[config.mk]
export PLATFORM = sky130hd
export DESIGN_NAME = pipelined_cla_addsub
export DESIGN_NICKNAME = d
export VERILOG_FILES = /design/src/rtl/pipelined_cla_addsub.sv
export SDC_FILE = /design/constraint.sdc
export NUM_CORES = 1
export LEC_CHECK = 0
export CAP_MARGIN = 25
export CORE_ASPECT_RATIO = 0.9
export CORE_UTILIZATION = 40
export DETAILED_ROUTE_END_ITERATION = 16
export PLACE_DENSITY = 0.62
export RECOVER_POWER = 50
export SYNTH_ARGS = -nofsm -noshare
export SYNTH_HDL_FRONTEND = slang
export SYNTH_SLANG_ARGS = --single-unit
[constraint.sdc]
create_clock -name clk -period 1.5 [get_ports clk]
set_input_delay 0.45 -clock clk [delete_from_list [all_inputs] [get_ports clk]]
set_output_delay 0.45 -clock clk [all_outputs]
set_load 0.01 [all_outputs]
[src/rtl/pipelined_cla_addsub.sv]
// pipelined_cla_addsub
//   Adder/subtractor built from 4-bit carry-lookahead groups. Group k is
//   resolved in pipeline stage k, and its carry is registered into stage
//   k+1. Operand bits that are not yet processed travel forward in skew
//   registers that shrink by one nibble per stage. Completed sum bits
//   travel forward in skew registers that grow by one nibble per stage.
//   Latency is STAGES cycles and throughput is one operation per cycle.
//   The pipeline uses a single global stall driven by output backpressure.
//
// Parameters
//   WIDTH     operand width; a multiple of 4, minimum 4
// Ports
//   clk       rising-edge clock
//   rst_n     asynchronous active-low reset
//   in_valid  operand set presented
//   in_ready  operand set accepted this cycle (= ~stall)
//   a, b      operands
//   cin       carry-in (ignored when sub=1)
//   sub       0: a+b+cin, 1: a-b (a + ~b + 1)
//   out_valid result valid
//   out_ready consumer accepts result
//   sum       result modulo 2^WIDTH
//   cout      carry-out (no-borrow when sub=1)
//   ovf       two's-complement overflow

module pipelined_cla_addsub #(
    parameter int WIDTH = 16
) (
    input  logic             clk,
    input  logic             rst_n,
    input  logic             in_valid,
    output logic             in_ready,
    input  logic [WIDTH-1:0] a,
    input  logic [WIDTH-1:0] b,
    input  logic             cin,
    input  logic             sub,
    output logic             out_valid,
    input  logic             out_ready,
    output logic [WIDTH-1:0] sum,
    output logic             cout,
    output logic             ovf
);

    localparam int STAGES = WIDTH / 4;

    logic stall;

    for (genvar k = 0; k < STAGES; k++) begin : g_stage
        // Operand bits still unprocessed when entering this stage.
        localparam int RW = WIDTH - 4 * k;

        logic [RW-1:0]    op_a;
        logic [RW-1:0]    op_b;
        logic             cin_k;
        logic             vin_k;
        logic [3:0]       g;
        logic [3:0]       p;
        logic [4:0]       c;
        logic [4*k+3:0]   s_d;

        logic             v_q;
        logic             c_q;
        logic [4*k+3:0]   s_q;

        // Lookahead on the low nibble of whatever operand bits remain.
        always_comb begin
            g    = op_a[3:0] & op_b[3:0];
            p    = op_a[3:0] ^ op_b[3:0];
            c[0] = cin_k;
            c[1] = g[0] | (p[0] & cin_k);
            c[2] = g[1] | (p[1] & g[0]) | (p[1] & p[0] & cin_k);
            c[3] = g[2] | (p[2] & g[1]) | (p[2] & p[1] & g[0])
                 | (p[2] & p[1] & p[0] & cin_k);
            c[4] = g[3] | (p[3] & g[2]) | (p[3] & p[2] & g[1])
                 | (p[3] & p[2] & p[1] & g[0])
                 | (p[3] & p[2] & p[1] & p[0] & cin_k);
        end

        if (k == 0) begin : g_in
            // Subtraction is folded in here: b inverted and carry-in forced to 1.
            assign op_a  = a;
            assign op_b  = sub ? ~b : b;
            assign cin_k = sub | cin;
            assign vin_k = in_valid;
            assign s_d   = p ^ c[3:0];
        end else begin : g_in
            assign op_a  = g_stage[k-1].g_skew.a_q;
            assign op_b  = g_stage[k-1].g_skew.b_q;
            assign cin_k = g_stage[k-1].c_q;
            assign vin_k = g_stage[k-1].v_q;
            assign s_d   = {p ^ c[3:0], g_stage[k-1].s_q};
        end

        // Data registers load only with valid data so the final stage
        // keeps presenting the last result across bubbles.
        always_ff @(posedge clk or negedge rst_n) begin
            if (!rst_n) begin
                v_q <= 1'b0;
                c_q <= 1'b0;
                s_q <= '0;
            end else if (!stall) begin
                v_q <= vin_k;
                if (vin_k) begin
                    c_q <= c[4];
                    s_q <= s_d;
                end
            end
        end

        if (k < STAGES - 1) begin : g_skew
            logic [RW-5:0] a_q;
            logic [RW-5:0] b_q;

            always_ff @(posedge clk or negedge rst_n) begin
                if (!rst_n) begin
                    a_q <= '0;
                    b_q <= '0;
                end else if (!stall && vin_k) begin
                    a_q <= op_a[RW-1:4];
                    b_q <= op_b[RW-1:4];
                end
            end
        end

        if (k == STAGES - 1) begin : g_ovf
            logic ovf_q;

            always_ff @(posedge clk or negedge rst_n) begin
                if (!rst_n) begin
                    ovf_q <= 1'b0;
                end else if (!stall && vin_k) begin
                    ovf_q <= c[3] ^ c[4];
                end
            end
        end
    end

    assign stall     = g_stage[STAGES-1].v_q & ~out_ready;
    assign in_ready  = ~stall;
    assign out_valid = g_stage[STAGES-1].v_q;
    assign sum       = g_stage[STAGES-1].s_q;
    assign cout      = g_stage[STAGES-1].c_q;
    assign ovf       = g_stage[STAGES-1].g_ovf.ovf_q;

endmodule

==> impl_metrics.tcl <==
set metrics [dict create \
    die_w_um 113 \
    drive_above_1_share_pct 35.7 \
    dr.pass1.iters 4 \
    outcome "finished, violations left" \
    violations "negative setup slack" \
    setup_slack_ps -11.9 \
    cts_tree "built" \
    reg2reg_depth 5 \
    post_dp_cell_area_um2 5420 \
    synth_cell_types 28 \
    antenna_found_initial 0 \
    cts_made_buffers 9 \
    cp.arrival_ps 1780 \
    finalSetupViolations 1 \
    vias 2727 \
    root_buffer "clkbuf_16" \
    yosysWarnings 0 \
    initial_core_util_pct 40.9 \
    drcViolationCount 0 \
    seq_area_frac_synth_pct 54.8 \
    syn_nets 391 \
    syn_area_per_cell_um2 13.4 \
    syn-instance-count 331 \
    die_y_um 102 \
    power_density_nw_per_um2 2070 \
    fmax_mhz 661 \
    synth_edf_count 0 \
    period_share_pct 101 \
    ys_ff_latch 97 \
    grt_pass1_wl_mm 14.5 \
    r2r_slack_ps -10 \
    grt_max_degree 47 \
    synthArstFlopShare_pct 100 \
    ys_dominant_reg_cell "dfrtp_1" \
    n_fill_cell 924 \
    grt_usage_pct 16.7 \
    grt.overflow.total 0 \
    die-area_um2 11500 \
    hold_slack_ps 482 \
    multi_input_area_um2 2020 \
    wirelength_mm 8.47 \
    power_w 0.0126 \
    num_rows 36 \
    critPathKind "flop to flop" \
    yosysMostFrequentCell "dfrtp_1" \
    vdd_ir_drop_max_uv 730 \
    whs_endpoint "g_stage[2].s_q[9]" \
    hp-start "g_stage[2].s_q[9]" \
    via_per_inst 4.76 \
    path_max_fanout 4 \
    worstSetupEndpointType "flop" \
    cap_violations 0 \
    clock_latency_ps 340 \
    htreeDepth 3 \
    clk_path_buf_depth 2 \
    min_period_ps 1510 \
    yosys-top-cells-count "dfrtp_1 (97), mux2_2 (36), o21ai_0 (34), nand2_1 (31), mux2_4 (26)" \
    coreArea_um2 10800 \
    dpl_worst_slack_ps -772 \
    utilization_pct 56.1 \
    max_slew_margin_pct 65.4 \
    slew_violations 0 \
    leakage_nw 2.82 \
    hp-class "flop to flop" \
    worstMarginPinSlew_ps 519 \
    min_path_cells 2 \
    first_global_vias 2867 \
    synth_area_leader_cell "dfrtp_1" \
    synth_top_cells_by_area "dfrtp_1 (55%), mux2_2 (9.2%), mux2_4 (8.8%)" \
    start_kind "flop" \
    avgRoutedWirePerCell_um 14.8 \
    clkTransAtPathRegs_ps 70 \
    syn-cell-area_um2 4430 \
    rsz0062_at_grt "true" \
    place_congestion 0.756 \
    numPortBuffers 57 \
    finalHoldViolations 0 \
    antenna_cells 0 \
    cp.required_ps 1760 \
    finClkSkew_ps 6.67 \
    r2r_start "g_stage[2].g_skew.a_q[0]" \
    fin_area_um2 6060 \
    ios 58 \
    syn_to_final_growth_pct 37.0 \
    netlist.area_leader.share_pct 54.8 \
    nets 495 \
    seqCellArea_um2 2430 \
    cts_sinks 97 \
    ant_nets 0 \
    r2r_end "ovf" \
    hpwl_mm 5.79 \
    drtIter0Drc 108 \
]
-- logic make-up after synthesis --
logic type	after synthesis	synth area share (%)
AO/OA/AOI/OAI	53	6.56
XOR/XNOR	28	5.54
adder cells (fa/ha/maj)	22	6.90
buffers and inverters	23	3.56
flip-flops	97	54.8
multiplexers	63	18.2
AND/OR/NAND/NOR	45	4.38
-- state kept, by name, indices dropped and copies added, names as in the netlist --
signal	count
cout	1
g_stage.c_q	3
out_valid	1
g_stage.g_skew.a_q	24
g_stage.v_q	3
g_stage.s_q	24
sum	16
ovf	1
g_stage.g_skew.b_q	24
-- layer usage --
metal  up-vias  global-route usage [%]  routed length [um]
met3         5                    4.85                 319
met5         -                       0                   0
li1       1343                       -                   -
met1      1328                    21.9                4060
met4         0                    3.64                  48
met2        51                    27.7                4040
-- report_power, final --
part	internal, W	leakage (nW)	switching, W
clock network	0.00130	0.139	0.000976
registers	0.00379	1.17	0.000727
logic	0.00352	1.50	0.00225
total	0.00861	2.82	0.00395
-- cell type report --
type / instances / area share (%)
inverters: 8 / 0.495
repair buffers: 108 / 18.5
well taps: 133 / 2.74
multi-input cells: 211 / 33.3
clock buffers: 10 / 3.78
clock inverters: 6 / 1.11
flip-flops and latches: 97 / 40.0
-- per-stage QoR --
step	setup TNS, ps	cells
2_1_floorplan	-873	331
3_3_place_gp	-38020	541
3_5_place_dp	-38540	541
5_1_grt	-332	573
6_report	-11.9	573
4_1_cts	-19.8	568
-- worst max-delay path: stages, from the launching register on --
cell,delay (ps)
dfrtp_1,420
ha_4,290
a211oi_4,60
o21ba_4,230
or3_1,300
a21oi_1,130
-- what timing repair did --
action,CTS,global route
cloned,3,0
pin swaps,19,14
gates resized for setup,61,29
setup buffers,8,5
endpoints found under the hold margin,17,0
hold buffers,1,0
setup endpoints to repair,98,20
-- worst max path at each step --
stage / start / to / slack, ps / depth (start not counted)
final: g_stage[2].g_skew.a_q[0] / ovf / -10 / 5
after global routing: g_stage[0].g_skew.a_q[0] / g_stage[1].c_q / -80 / 5
after CTS: g_stage[2].g_skew.b_q[1] / ovf / -20 / 5
after detailed placement: sub / g_stage[0].s_q[3] / -770 / 7
after global placement: sub / g_stage[0].s_q[3] / -720 / 7
after floorplan: sub / g_stage[0].s_q[3] / -270 / 8
-- cell usage in the layout, fill, tap and decap left out, types with 3 or more instances in the layout --
cell type / count
buf_4: 32
mux2_4: 26
nand2_1: 29
ha_4: 3
nand2_8: 3
xnor2_1: 20
fa_1: 3
mux2_2: 36
buf_6: 5
dfrtp_1: 97
ha_1: 15
a211oi_2: 3
a21oi_1: 7
o21ai_0: 19
clkdlybuf4s15_1: 5
buf_12: 9
nor2_1: 6
clkbuf_16: 9
o21ai_1: 16
clkdlybuf4s50_1: 28
dlygate4sd2_1: 16
clkbuf_2: 4
inv_1: 8
xor2_1: 5
(Power assumes the default switching activity.)
